===== src/rtl/uart_fifo_tx_pkg.sv =====
// Shared UART definitions: transmitter/receiver state encodings, frame config and timing defaults.
package uart_fifo_tx_pkg;

  localparam int unsigned UART_BAUD_DIV = 16;
  localparam int unsigned UART_CNT_W    = 4;

  typedef enum logic [2:0] {
    IDLE,
    POP,
    WAIT1,
    LOAD,
    START,
    DATA,
    PARITY,
    STOP
  } tx_state_e;

  typedef enum logic [2:0] {
    RX_IDLE,
    RX_START,
    RX_DATA,
    RX_PARITY,
    RX_STOP
  } rx_state_e;

  typedef struct packed {
    logic bit8;
    logic parity_en;
    logic odd_n_even;
  } frame_cfg_t;

endpackage


===== src/rtl/uart_fifo_tx_if.sv =====
// TX FIFO read port: the transmitter is the master and pops bytes with an active-low strobe.
interface uart_fifo_tx_if;
  logic       fifo_empty;
  logic       fifo_rd_n;
  logic [7:0] fifo_data;

  modport master (input fifo_empty, input fifo_data, output fifo_rd_n);
  modport slave  (output fifo_empty, output fifo_data, input fifo_rd_n);
endinterface


===== src/rtl/uart_fifo_tx.sv =====
// UART transmitter fed from a TX FIFO: pops a byte, frames it (start, 7/8 data, optional parity, stop)
// and shifts it out LSB first, one bit per BAUD_DIV baud_en pulses.
module uart_fifo_tx
  import uart_fifo_tx_pkg::*;
#(
  parameter int unsigned BAUD_DIV = UART_BAUD_DIV
) (
  input  logic           clock,
  input  logic           aresetn,
  input  logic           baud_en,
  uart_fifo_tx_if.master fifo,
  input  logic           bit8,
  input  logic           parity_en,
  input  logic           odd_n_even,
  output logic           tx,
  output logic           tx_busy,
  output logic           tx_done
);

  tx_state_e             state, state_nx;
  logic [UART_CNT_W-1:0] baud_cnt;
  logic [2:0]            bit_idx;
  logic [7:0]            shreg;
  frame_cfg_t            cfg;
  logic                  par_x;
  logic                  arm_q;
  logic                  tx_q;
  logic                  done_q;
  logic                  rd_n;
  logic                  in_frame;
  logic                  bit_end;
  logic                  last_data;

  assign in_frame  = (state == START) || (state == DATA) || (state == PARITY) || (state == STOP);
  assign bit_end   = in_frame && baud_en && (baud_cnt == UART_CNT_W'(BAUD_DIV - 1));
  assign last_data = (bit_idx == (cfg.bit8 ? 3'd7 : 3'd6));

  always_ff @(posedge clock or negedge aresetn) begin
    if (!aresetn) state <= IDLE;
    else          state <= state_nx;
  end

  // arm_q holds off the first pop until the second edge after reset release
  always_comb begin
    state_nx = state;
    rd_n     = 1'b1;
    case (state)
      IDLE:    if (arm_q && !fifo.fifo_empty) state_nx = POP;
      POP: begin
        rd_n     = 1'b0;
        state_nx = WAIT1;
      end
      WAIT1:   state_nx = LOAD;
      LOAD:    state_nx = START;
      START:   if (bit_end) state_nx = DATA;
      DATA:    if (bit_end && last_data) state_nx = cfg.parity_en ? PARITY : STOP;
      PARITY:  if (bit_end) state_nx = STOP;
      STOP:    if (bit_end) state_nx = fifo.fifo_empty ? IDLE : POP;
      default: state_nx = IDLE;
    endcase
  end

  always_ff @(posedge clock or negedge aresetn) begin
    if (!aresetn) begin
      baud_cnt <= '0;
      bit_idx  <= '0;
      shreg    <= '0;
      cfg      <= '0;
      par_x    <= 1'b0;
      arm_q    <= 1'b0;
      tx_q     <= 1'b1;
      done_q   <= 1'b0;
    end else begin
      arm_q  <= 1'b1;
      done_q <= (state == STOP) && bit_end;

      if (state == LOAD)          baud_cnt <= '0;
      else if (in_frame && baud_en) baud_cnt <= bit_end ? '0 : baud_cnt + 1'b1;

      // tx is updated on the same edge as the state, so the line always matches the current bit
      if (state == LOAD) begin
        shreg   <= fifo.fifo_data;
        cfg     <= '{bit8: bit8, parity_en: parity_en, odd_n_even: odd_n_even};
        par_x   <= ^(fifo.fifo_data & {bit8, 7'h7F});
        bit_idx <= '0;
        tx_q    <= 1'b0;
      end else if (bit_end) begin
        case (state)
          START: begin
            tx_q  <= shreg[0];
            shreg <= {1'b0, shreg[7:1]};
          end
          DATA: begin
            if (last_data) begin
              tx_q <= cfg.parity_en ? (par_x ^ cfg.odd_n_even) : 1'b1;
            end else begin
              tx_q    <= shreg[0];
              shreg   <= {1'b0, shreg[7:1]};
              bit_idx <= bit_idx + 3'd1;
            end
          end
          PARITY:  tx_q <= 1'b1;
          default: tx_q <= 1'b1;
        endcase
      end
    end
  end

  assign fifo.fifo_rd_n = rd_n;
  assign tx             = tx_q;
  assign tx_done        = done_q;
  assign tx_busy        = (state != IDLE);

endmodule


===== src/flat_wrapper.sv =====
// flat-port wrapper written by rule: the top's interface ports become plain ports
module uart_fifo_tx_flat import uart_fifo_tx_pkg::*;
#(
  parameter int unsigned BAUD_DIV = UART_BAUD_DIV
)
  (clock, aresetn, baud_en, bit8, parity_en, odd_n_even, tx, tx_busy, tx_done, fifo_fifo_empty, fifo_fifo_data, fifo_fifo_rd_n);
  uart_fifo_tx_if fifo_i ();
  input  logic clock;
  input  logic aresetn;
  input  logic baud_en;
  input  logic bit8;
  input  logic parity_en;
  input  logic odd_n_even;
  output logic tx;
  output logic tx_busy;
  output logic tx_done;
  input wire logic [$bits(fifo_i.fifo_empty)-1:0] fifo_fifo_empty;
  input wire logic [$bits(fifo_i.fifo_data)-1:0] fifo_fifo_data;
  output wire logic [$bits(fifo_i.fifo_rd_n)-1:0] fifo_fifo_rd_n;
  assign fifo_i.fifo_empty = fifo_fifo_empty;
  assign fifo_i.fifo_data = fifo_fifo_data;
  assign fifo_fifo_rd_n = fifo_i.fifo_rd_n;
  uart_fifo_tx #(.BAUD_DIV(BAUD_DIV)) u_core (.clock(clock), .aresetn(aresetn), .baud_en(baud_en), .fifo(fifo_i), .bit8(bit8), .parity_en(parity_en), .odd_n_even(odd_n_even), .tx(tx), .tx_busy(tx_busy), .tx_done(tx_done));
endmodule

===== config.mk =====
export PLATFORM = sky130hd
export DESIGN_NAME = uart_fifo_tx_flat
export DESIGN_NICKNAME = d
export VERILOG_FILES = /design/src/rtl/uart_fifo_tx_pkg.sv /design/src/rtl/uart_fifo_tx_if.sv /design/src/rtl/uart_fifo_tx.sv /design/src/flat_wrapper.sv
export SDC_FILE = /design/constraint.sdc
export NUM_CORES = 1
export LEC_CHECK = 0
export CORE_ASPECT_RATIO = 0.8
export CORE_MARGIN = 2
export CORE_UTILIZATION = 65
export CTS_CLUSTER_SIZE = 40
export DETAILED_ROUTE_END_ITERATION = 8
export DONT_BUFFER_PORTS = 1
export GPL_TIMING_DRIVEN = 0
export MAX_ROUTING_LAYER = met4
export PLACE_DENSITY = 0.85
export SLEW_MARGIN = 20
export SYNTH_ARGS = -nofsm -noshare
export SYNTH_HDL_FRONTEND = slang
export SYNTH_SLANG_ARGS = --single-unit

===== constraint.sdc =====
create_clock -name clock -period 3.5 [get_ports clock]
set_input_delay 0.7 -clock clock [delete_from_list [all_inputs] [get_ports clock]]
set_output_delay 0.7 -clock clock [all_outputs]
set_load 0.03 [all_outputs]

# [Yosys cells after proc, flatten, opt, wreduce, memory -nomap -nowiden]
# Index checks and enable logic that the tools add are counted.
# Widths: inputs -> output; s select.
[op_classes] addsub=2 n_eq_ne=16 mux=26 n_bitwise=2 reduce_logical=19
[op_table] cell="$mux 3" count=9
[op_table] cell="$mux 8" count=3
[op_table] cell="$pmux 3 s8" count=1
[op_table] cell="$pmux 8 s2" count=1
[op_table] cell="$eq 3x3->1 const B" count=4
[op_table] cell="$mux 4" count=3
[op_table] cell="$and 8x8->8" count=1
[op_table] cell="$mux 1" count=8
[op_table] cell="$ne 2x1->1 const B" count=4
[op_table] cell="$reduce_xor 8->1" count=1
[op_table] cell="$eq 3x2->1 const B" count=2
[op_table] cell="$reduce_and 3->1" count=2
[op_table] cell="$reduce_bool 2->1" count=3
[op_table] cell="$reduce_bool 3->1" count=2
[op_table] cell="$logic_and 1x1->1" count=5
[op_table] cell="$reduce_and 5->1" count=1
[op_table] cell="$add 4x1->4 const B" count=1
[op_table] cell="$eq 4x4->1 const B" count=1
[op_table] cell="$ne 2x2->1 const B" count=2
[op_table] cell="$add 3x1->3 const B" count=1
[op_table] cell="$eq 3x1->1 const B" count=1
[op_table] cell="$eq 3x3->1" count=1
[op_table] cell="$logic_not 3->1" count=1
[op_table] cell="$logic_or 1x1->1" count=3
[op_table] cell="other kinds (4)" count=4
[totals] reg_bits=25 inputBits=15 output_inout_bits=4 word_cells=76

# [Longest topological paths before layout]
# Gate-level depths: netlist (run 1).
[logic_depth] ltp_word=9 mapped_depth=8 depth_no_buf=7

# [Worst setup path before layout (run 1)]
# OpenSTA, ideal clock, no wires.
[synth_timing] path_kind="register to register" start="reg u_core.state[1]" end="reg u_core.state[1]" setup_time_ns=0.125 arrival_time_ns=1.796 required_time_ns=3.375 setup_slack_ns=1.579 stages_incl_launch_ff=8 n_path_buf=1 period_less_slack_ns=1.921 path_cell_list="dfrtp_1 inv_1 ha_1 buf_6 or4_4 a22oi_2 o21bai_2 mux2_4"
[synth_via] elab_chain_len=9 elab_cells_between_ends=21 classes_between="eq/ne: 12; mux: 1; reduce/logical: 8"
[synth_lines] element="start, declared" line_no="uart_fifo_tx.sv:20" rtl="tx_state_e state, state_nx;"
[synth_lines] element="start signal, assigned" line_no="uart_fifo_tx.sv:40" rtl="else state <= state_nx;"
[synth_lines] element="$eq 3x3->1" line_no="uart_fifo_tx.sv:34, uart_fifo_tx.sv:47"
[synth_lines] element="$logic_or 1x1->1 (3 in series)" line_no="uart_fifo_tx.sv:34" rtl="assign in_frame = (state == START) || (state == DATA) || (state == PARITY) || (state == STOP);"
[synth_lines] element="$logic_and 1x1->1 (2 in series)" line_no="uart_fifo_tx.sv:35" rtl="assign bit_end = in_frame && baud_en && (baud_cnt == UART_CNT_W'(BAUD_DIV - 1));"
[synth_lines] element="$logic_and 1x1->1" line_no="uart_fifo_tx.sv:56" rtl="DATA: if (bit_end && last_data) state_nx = cfg.parity_en ? PARITY : STOP;"
[synth_lines] element="$ne 2x2->1 (no line)"
[synth_lines] element="$reduce_and 5->1 (no line)"
# Parallel ways exist; a longest one is shown, timed or not.
# A chain may end at the register's enable or synchronous reset.

# [Final worst setup path (run 1)]
[layout_timing] start="reg u_core.state[0]" end="out tx_busy"
[layout_via] elab_chain_len=1
[layout_lines] element="$reduce_bool 3->1" line_no="uart_fifo_tx.sv:112" rtl="assign tx_busy = (state != IDLE);"
[layout_lines] element="end, declared" line_no="flat_wrapper.sv:15" rtl="output logic tx_busy;"
# No other way between the ends.

==> summary.md, run 1 <==
| Metric | Value |
|---|---|
| Status | finished clean |
| # DRC | 0 |
| Clock sink count | 25 |
| CP max stage delay | 0.42 ns |
| Antenna-violating nets left | 0 |
| Core ar. | 1930 um2 |
| CTS Hold Buffers Added | 0 |
| Most common cell after layout, fill and taps aside | nand2_1 |
| IO Port Bufs | 0 |
| Number of max-cap violations | 0 |
| Flop2flop setup slack | 1.44 ns |
| H-tree levels | 1 |
| Final hold vios | 0 |
| GRT Residual Overflow | 0 |
| Critical Path AT | 1.44 ns |
| Synth unique cells | 37 |
| # Post-CTS Setup Buffers | 0 |
| CP max stage cell | dfrtp_1 |
| Vias per cell | 6.38 |
| Commonest register cell after synthesis | dfrtp_1 |
| Die Ht | 45.0 um |
| VDD IR max | 0.701 mV |
| Clock Skew | 0.00683 ns |
| Final setup fails | 0 |
| Total clock buffers created by CTS | 3 |
| Final Critical Period | 2.14 ns |
| Max Root-Sink Buffers | 2 |
| CTS resizes | 0 |
| Reg clk slew, reported paths | 0.13 ns |
| WL/cell | 16.3 um |
| Final std cells w/o fill | 166 |
| Post-synth EDFFs | 0 |
| First-pass GRT wire length | 4680 um |
| Clock Latency Late Sink | 0.32 ns |
| Syn avg cell area | 9.92 um2 |
| Initial antenna violation count | 0 |
| Pwr Total | 0.00115 W |
| Power per cell area | 804 nW/um2 |
| IO Pins | 19 |
| CP Data Required Time | 2.80 ns |
| Largest net degree at the start of global routing | 26 |
| Iteration count of the initial detailed-routing pass | 4 |
| Share of cells above drive strength 1 | 12.0% |
| # placed instances | 162 |
| Slew Limit Fails | 0 |
| Async set-reset flop share out of synthesis | 100% |
| CTS tree | done |
| P_leak | 0.619 nW |
| CP cell instances | inv_1 > ha_1 > nand2_1 |
| #FFs+latches synth | 25 |
| Synthesized instance count | 138 |
| Ant. Diodes | 0 |
| Total die area | 2490 um2 |
| Area post-placement | 1400 um2 |
| Root buffer cell | clkbuf_4 |
| Drt total wl | 2700 um |
| Area added between synthesis and finish | 4.11% |
| Via count | 1059 |
| Final GP Congestion | 0.810 |
| HP Class | primary input to asynchronous set/reset pin |
| Core Util, Final | 74.0% |
| Syn Nets | 159 |
| Placement Rows | 14 |
| Peak Freq | 0.467 GHz |
| RSZ-0062 raised after global routing | no |
| Peak fanout along the critical path | 6 |
| Mapped Area | 1370 um2 |
| Initial core utilization | 71.0% |
| Most frequent cells in the layout | 27 x nand2_1, 24 x dfrtp_1, 8 x xnor2_1, 8 x o22ai_1 |
| GRT Total Usage | 25.2% |
| Vias in the first global route | 1003 |
| WS Path Type | register to output port |
| DR iter-0 viols | 41 |
| Post-synthesis sequential area ratio | 45.8% |
| Final Cycle Share | 61.1% |
| # nets final | 164 |
| CP startpoint kind | register |
| Yosys warns | 0 |
| Chip Width | 55.3 um |
| Setup tns final | 0 ns |
| CP Capture Type | output port |
| Final Cell Area | 1430 um2 |
| Hpwl dp | 2060 um |
cells by family after synthesis:
kind of cell    after synthesis  share of synthesized area [%]
compound gates               34                           17.7
xor+xnor                     10                           6.40
other cells                   1                          0.274
fa+ha+maj                     6                           5.48
flops                        25                           45.8
mux                           4                           3.29
buf+inv                      10                           3.29
simple gates                 48                           17.7
worst max-delay path, delay by kind of cell (launching register included):
family / cells / cell delay [ns]
adder cells (fa/ha/maj): 1 / 0.30
AND/OR/NAND/NOR: 1 / 0.28
flip-flops: 1 / 0.42
buffers and inverters: 1 / 0.12
metal layers:
metal  global-route usage (%)  part of all wire (%)  vias to the layer above
met2                     41.7                    48                       35
met3                     6.88                   7.4                        6
met1                     31.7                    43                      525
met4                     5.85                  0.93                        0
li1                         -                     -                      493
met5                        -                     0                        -
worst paths after layout:
check	start	to	depth (start not counted)
setup / recovery	u_core.state[0]$_DFFE_PN0P_	tx_busy	3
hold reg to reg	u_core.shreg[0]$_DFFE_PN0P_	u_core.shreg[0]$_DFFE_PN0P_	1
min in group clock	odd_n_even	u_core.cfg[0]$_DFFE_PN0P_	2
max in group asynchronous	aresetn	u_core.tx$_DFFE_PN1P_	0
setup reg to reg	u_core.state[0]$_DFFE_PN0P_	u_core.state[1]$_DFFE_PN0P_	6
hold / removal	aresetn	u_core.baud_cnt[3]$_DFFE_PN0P_	0
final cells by class:
class	count	area (um2)
multi-input cells	103	697
flip-flops and latches	25	627
fillers	137	502
well taps	24	30.0
clock buffers	4	26.3
plain buffers	4	22.5
inverters	6	22.5
Yosys cell counts, types with 2 or more instances:
library cell	count	share of area, %
a21oi_1	6	2.2
a2bb2oi_1	6	3.8
clkbuf_1	2	0.55
dfrtp_1	24	44
ha_1	6	5.5
inv_1	6	1.6
mux2i_1	3	2.2
nand2_1	27	7.4
nand2_2	2	0.91
nand3_1	3	1.1
nor2_1	6	1.6
nor3_1	3	1.1
o21ai_0	5	1.8
o22ai_1	8	3.7
xnor2_1	8	5.1
xor2_1	2	1.3
metrics by stage:
stage,setup WS (ns),hold WS [ns]
detailed placement,1.46,0.405
floorplan,1.58,0.404
finish,1.36,0.0448
global placement,1.51,0.405
global route,1.25,0.0172
CTS,1.38,0.0437
report_power, final:
group	leakage (nW)	internal [W]	switching, W	total (W)
logic	0.299	0.000243	0.000302	0.000545
registers	0.305	0.000390	0.0000800	0.000471
clock network	0.0150	0.0000447	0.0000852	0.000130
total	0.619	0.000678	0.000467	0.00115
state kept, by name, summed over array words and instances, names as in the netlist:
| register | count |
|---|---|
| u_core.arm_q | 1 |
| u_core.baud_cnt | 4 |
| u_core.bit_idx | 3 |
| u_core.cfg | 3 |
| u_core.par_x | 1 |
| u_core.shreg | 8 |
| u_core.state | 3 |
| u_core.tx | 1 |
| u_core.tx_done | 1 |
Power figures use the tool's default switching activity.
==> run 2, diff against run 1 <==
--- a/config.mk
+++ b/config.mk
@@ -7,13 +7,13 @@
 export LEC_CHECK = 0
 export CORE_ASPECT_RATIO = 0.8
 export CORE_MARGIN = 2
-export CORE_UTILIZATION = 65
+export CORE_UTILIZATION = 61
 export CTS_CLUSTER_SIZE = 40
 export DETAILED_ROUTE_END_ITERATION = 8
 export DONT_BUFFER_PORTS = 1
 export GPL_TIMING_DRIVEN = 0
 export MAX_ROUTING_LAYER = met4
-export PLACE_DENSITY = 0.85
+export PLACE_DENSITY = 0.81
 export SLEW_MARGIN = 20
 export SYNTH_ARGS = -nofsm -noshare
 export SYNTH_HDL_FRONTEND = slang
==> constraint.sdc (replaced) <==
create_clock -name clock -period 2 [get_ports clock]
set_input_delay 0.4 -clock clock [delete_from_list [all_inputs] [get_ports clock]]
set_output_delay 0.4 -clock clock [all_outputs]
set_load 0.03 [all_outputs]
==> run 2 against run 1 <==
Net effect: worst hold slack better by 0.13 ns; setup slack worse by 1.3 ns; sequential share of layout area down 4.0 points; via count down 1.9%; clock-buffer cell count down 1; combinational power up 120%; final area up 10%; sequential power up 75%; first-iteration DRC count up 24%; power up 95%; die area up 6.0%; critical endpoint is now u_core.state[1]$_DFFE_PN0P_; highest routed layer unchanged.
==> summary.md, run 2 (synthesized netlist as in run 1, its figures left out) <==
| Metric | Value |
|---|---|
| Status | finished clean |
| GRT Residual Overflow | 0 (unchanged) |
| Core ar. | 2140 um2 (+11%) |
| Max FFs per register | 8 (unchanged) |
| Biggest register | u_core.shreg |
| WL/cell | 15.6 um (-4.2%) |
| Setup tns final | 0 ns (unchanged) |
| Clock sink count | 25 (unchanged) |
| # DRC | 0 (unchanged) |
| Chip Width | 57.0 um (+3.0%) |
| Final GP Congestion | 0.821 (+1.3%) |
| Core Util, Final | 73.3% (-0.69 points) |
| Total die area | 2640 um2 (+6.0%) |
| CP Capture Type | register |
| IO Port Bufs | 0 (unchanged) |
| Hold slack | 0.174 ns (+0.130 ns) |
| P_leak | 0.678 nW (+9.5%) |
| Most common cell after layout, fill and taps aside | nand2_1 |
| First-pass GRT wire length | 4600 um (-1.6%) |
| Hpwl dp | 1950 um (-5.3%) |
| Vias in the first global route | 1015 (+1.2%) |
| Final Critical Period | 1.96 ns |
| Total clock buffers created by CTS | 3 (unchanged) |
| DR iter-0 viols | 51 (+24%) |
| Drt total wl | 2730 um (+0.96%) |
| Initial core utilization | 64.0% (-7.1 points) |
| Ant. Diodes | 0 (unchanged) |
| Placement Rows | 15 (+1) |
| Power per cell area | 1420 nW/um2 (+77%) |
| Critical Path AT | 2.18 ns (+0.74 ns) |
| Largest net degree at the start of global routing | 26 (unchanged) |
| Largest regs | u_core.shreg x8, u_core.baud_cnt x4 |
| Vias per cell | 5.94 (-6.9%) |
| RSZ-0062 raised after global routing | yes |
| WS Path Type | register to register |
| Antenna-violating nets left | 0 (unchanged) |
| GRT Total Usage | 23.9% (-1.3 points) |
| Most frequent cells in the layout | 27 x nand2_1, 24 x dfrtp_1, 8 x xnor2_1, 8 x o22ai_1 |
| VDD IR max | 1.32 mV (+88%) |
| Clock Latency Late Sink | 0.32 ns (about the same) |
| CTS tree | done |
| Reg clk slew, reported paths | 0.14 ns (about the same) |
| Max Root-Sink Buffers | 2 (unchanged) |
| Final hold vios | 0 (unchanged) |
| IO Pins | 19 (unchanged) |
| HP Class | primary input to register |
| Iteration count of the initial detailed-routing pass | 4 (unchanged) |
| CP startpoint kind | register |
| Final Cycle Share | 98.1% |
| Initial antenna violation count | 0 (unchanged) |
| CP Data Required Time | 2.21 ns (-0.59 ns) |
| Share of cells above drive strength 1 | 20.7% (+8.7 points) |
| Root buffer cell | clkbuf_4 |
| Clock Skew | 0.00862 ns (+0.00179 ns) |
| Final setup fails | 0 (unchanged) |
| Slew Limit Fails | 0 (unchanged) |
| H-tree levels | 1 (unchanged) |
| Peak Freq | 0.510 GHz |
| Via count | 1039 (-1.9%) |
| Die Ht | 46.4 um (+2.9%) |
| Number of max-cap violations | 0 (unchanged) |
| # nets final | 172 (+4.9%) |
| Peak fanout along the critical path | 3 (-3) |
| Area added between synthesis and finish | 14.5% |
| Pwr Total | 0.00223 W (+95%) |
-- run 2: path summary, 6_finish.rpt --
| kind | from | to | slack (ns) | cells past startpoint |
|---|---|---|---|---|
| max | u_core.state[1]$_DFFE_PN0P_ | u_core.state[1]$_DFFE_PN0P_ | 0.04 | 6 |
| min | bit8 | u_core.cfg[2]$_DFFE_PN0P_ | 0.17 | 2 |
| max reg2reg | u_core.state[1]$_DFFE_PN0P_ | u_core.state[1]$_DFFE_PN0P_ | 0.04 | 6 |
| min reg2reg | u_core.cfg[0]$_DFFE_PN0P_ | u_core.cfg[0]$_DFFE_PN0P_ | 0.53 | 2 |
| max in group asynchronous | aresetn | u_core.tx$_DFFE_PN1P_ | 1.29 | 2 |
| min in group asynchronous | aresetn | u_core.bit_idx[2]$_DFFE_PN0P_ | 0.49 | 2 |
-- run 2: cell type report --
cell class                 count  area, um2
multi-input combinational    103        751
sequential                    25        627
fill                         163        572
timing repair buffer           9       90.1
tap                           25       31.3
clock buffer                   3       22.5
inverter                       6       22.5
buffer                         3       18.8
clock inverter                 1       5.00
-- run 2: critical path: stages (launching register included) --
cell and delay (ns):
dfrtp_1 0.43, buf_6 0.14, ha_4 0.16, or4_4 0.53, a22oi_2 0.19, o21bai_2 0.11
mux2_4 0.30
-- run 2: where the power goes --
part | leakage [nW] | switching [W] | total [W] | internal, W
registers | 0.305 | 0.000142 | 0.000825 | 0.000683
clock network | 0.0177 | 0.000152 | 0.000227 | 0.0000749
logic | 0.355 | 0.000612 | 0.00118 | 0.000565
-- run 2: metrics by stage --
stage	cell area, um2	setup WS [ns]	cells
final	1570	0.0389	175
after global routing	1570	-0.0230	175
after CTS	1480	0.0212	171
after detailed placement	1400	-0.0466	163
after global placement	1400	0.0173	163
after floorplan	1370	0.0792	138
-- run 2: timing repair --
item,in CTS,in global routing
pin swaps,1,7
setup buffers,2,5
cloned,0,0
hold buffers,2,0
hold endpoints to repair,25,0
endpoints found under the setup margin,2,15
gates resized for setup,1,12
-- run 2: per-layer routing --
metal	GRT usage, %	vias to the layer above	routed length [um]
li1	-	507	-
met1	32.0	498	1240
met2	36.8	32	1340
met3	6.18	2	136
met4	6.05	0	14
met5	-	-	0
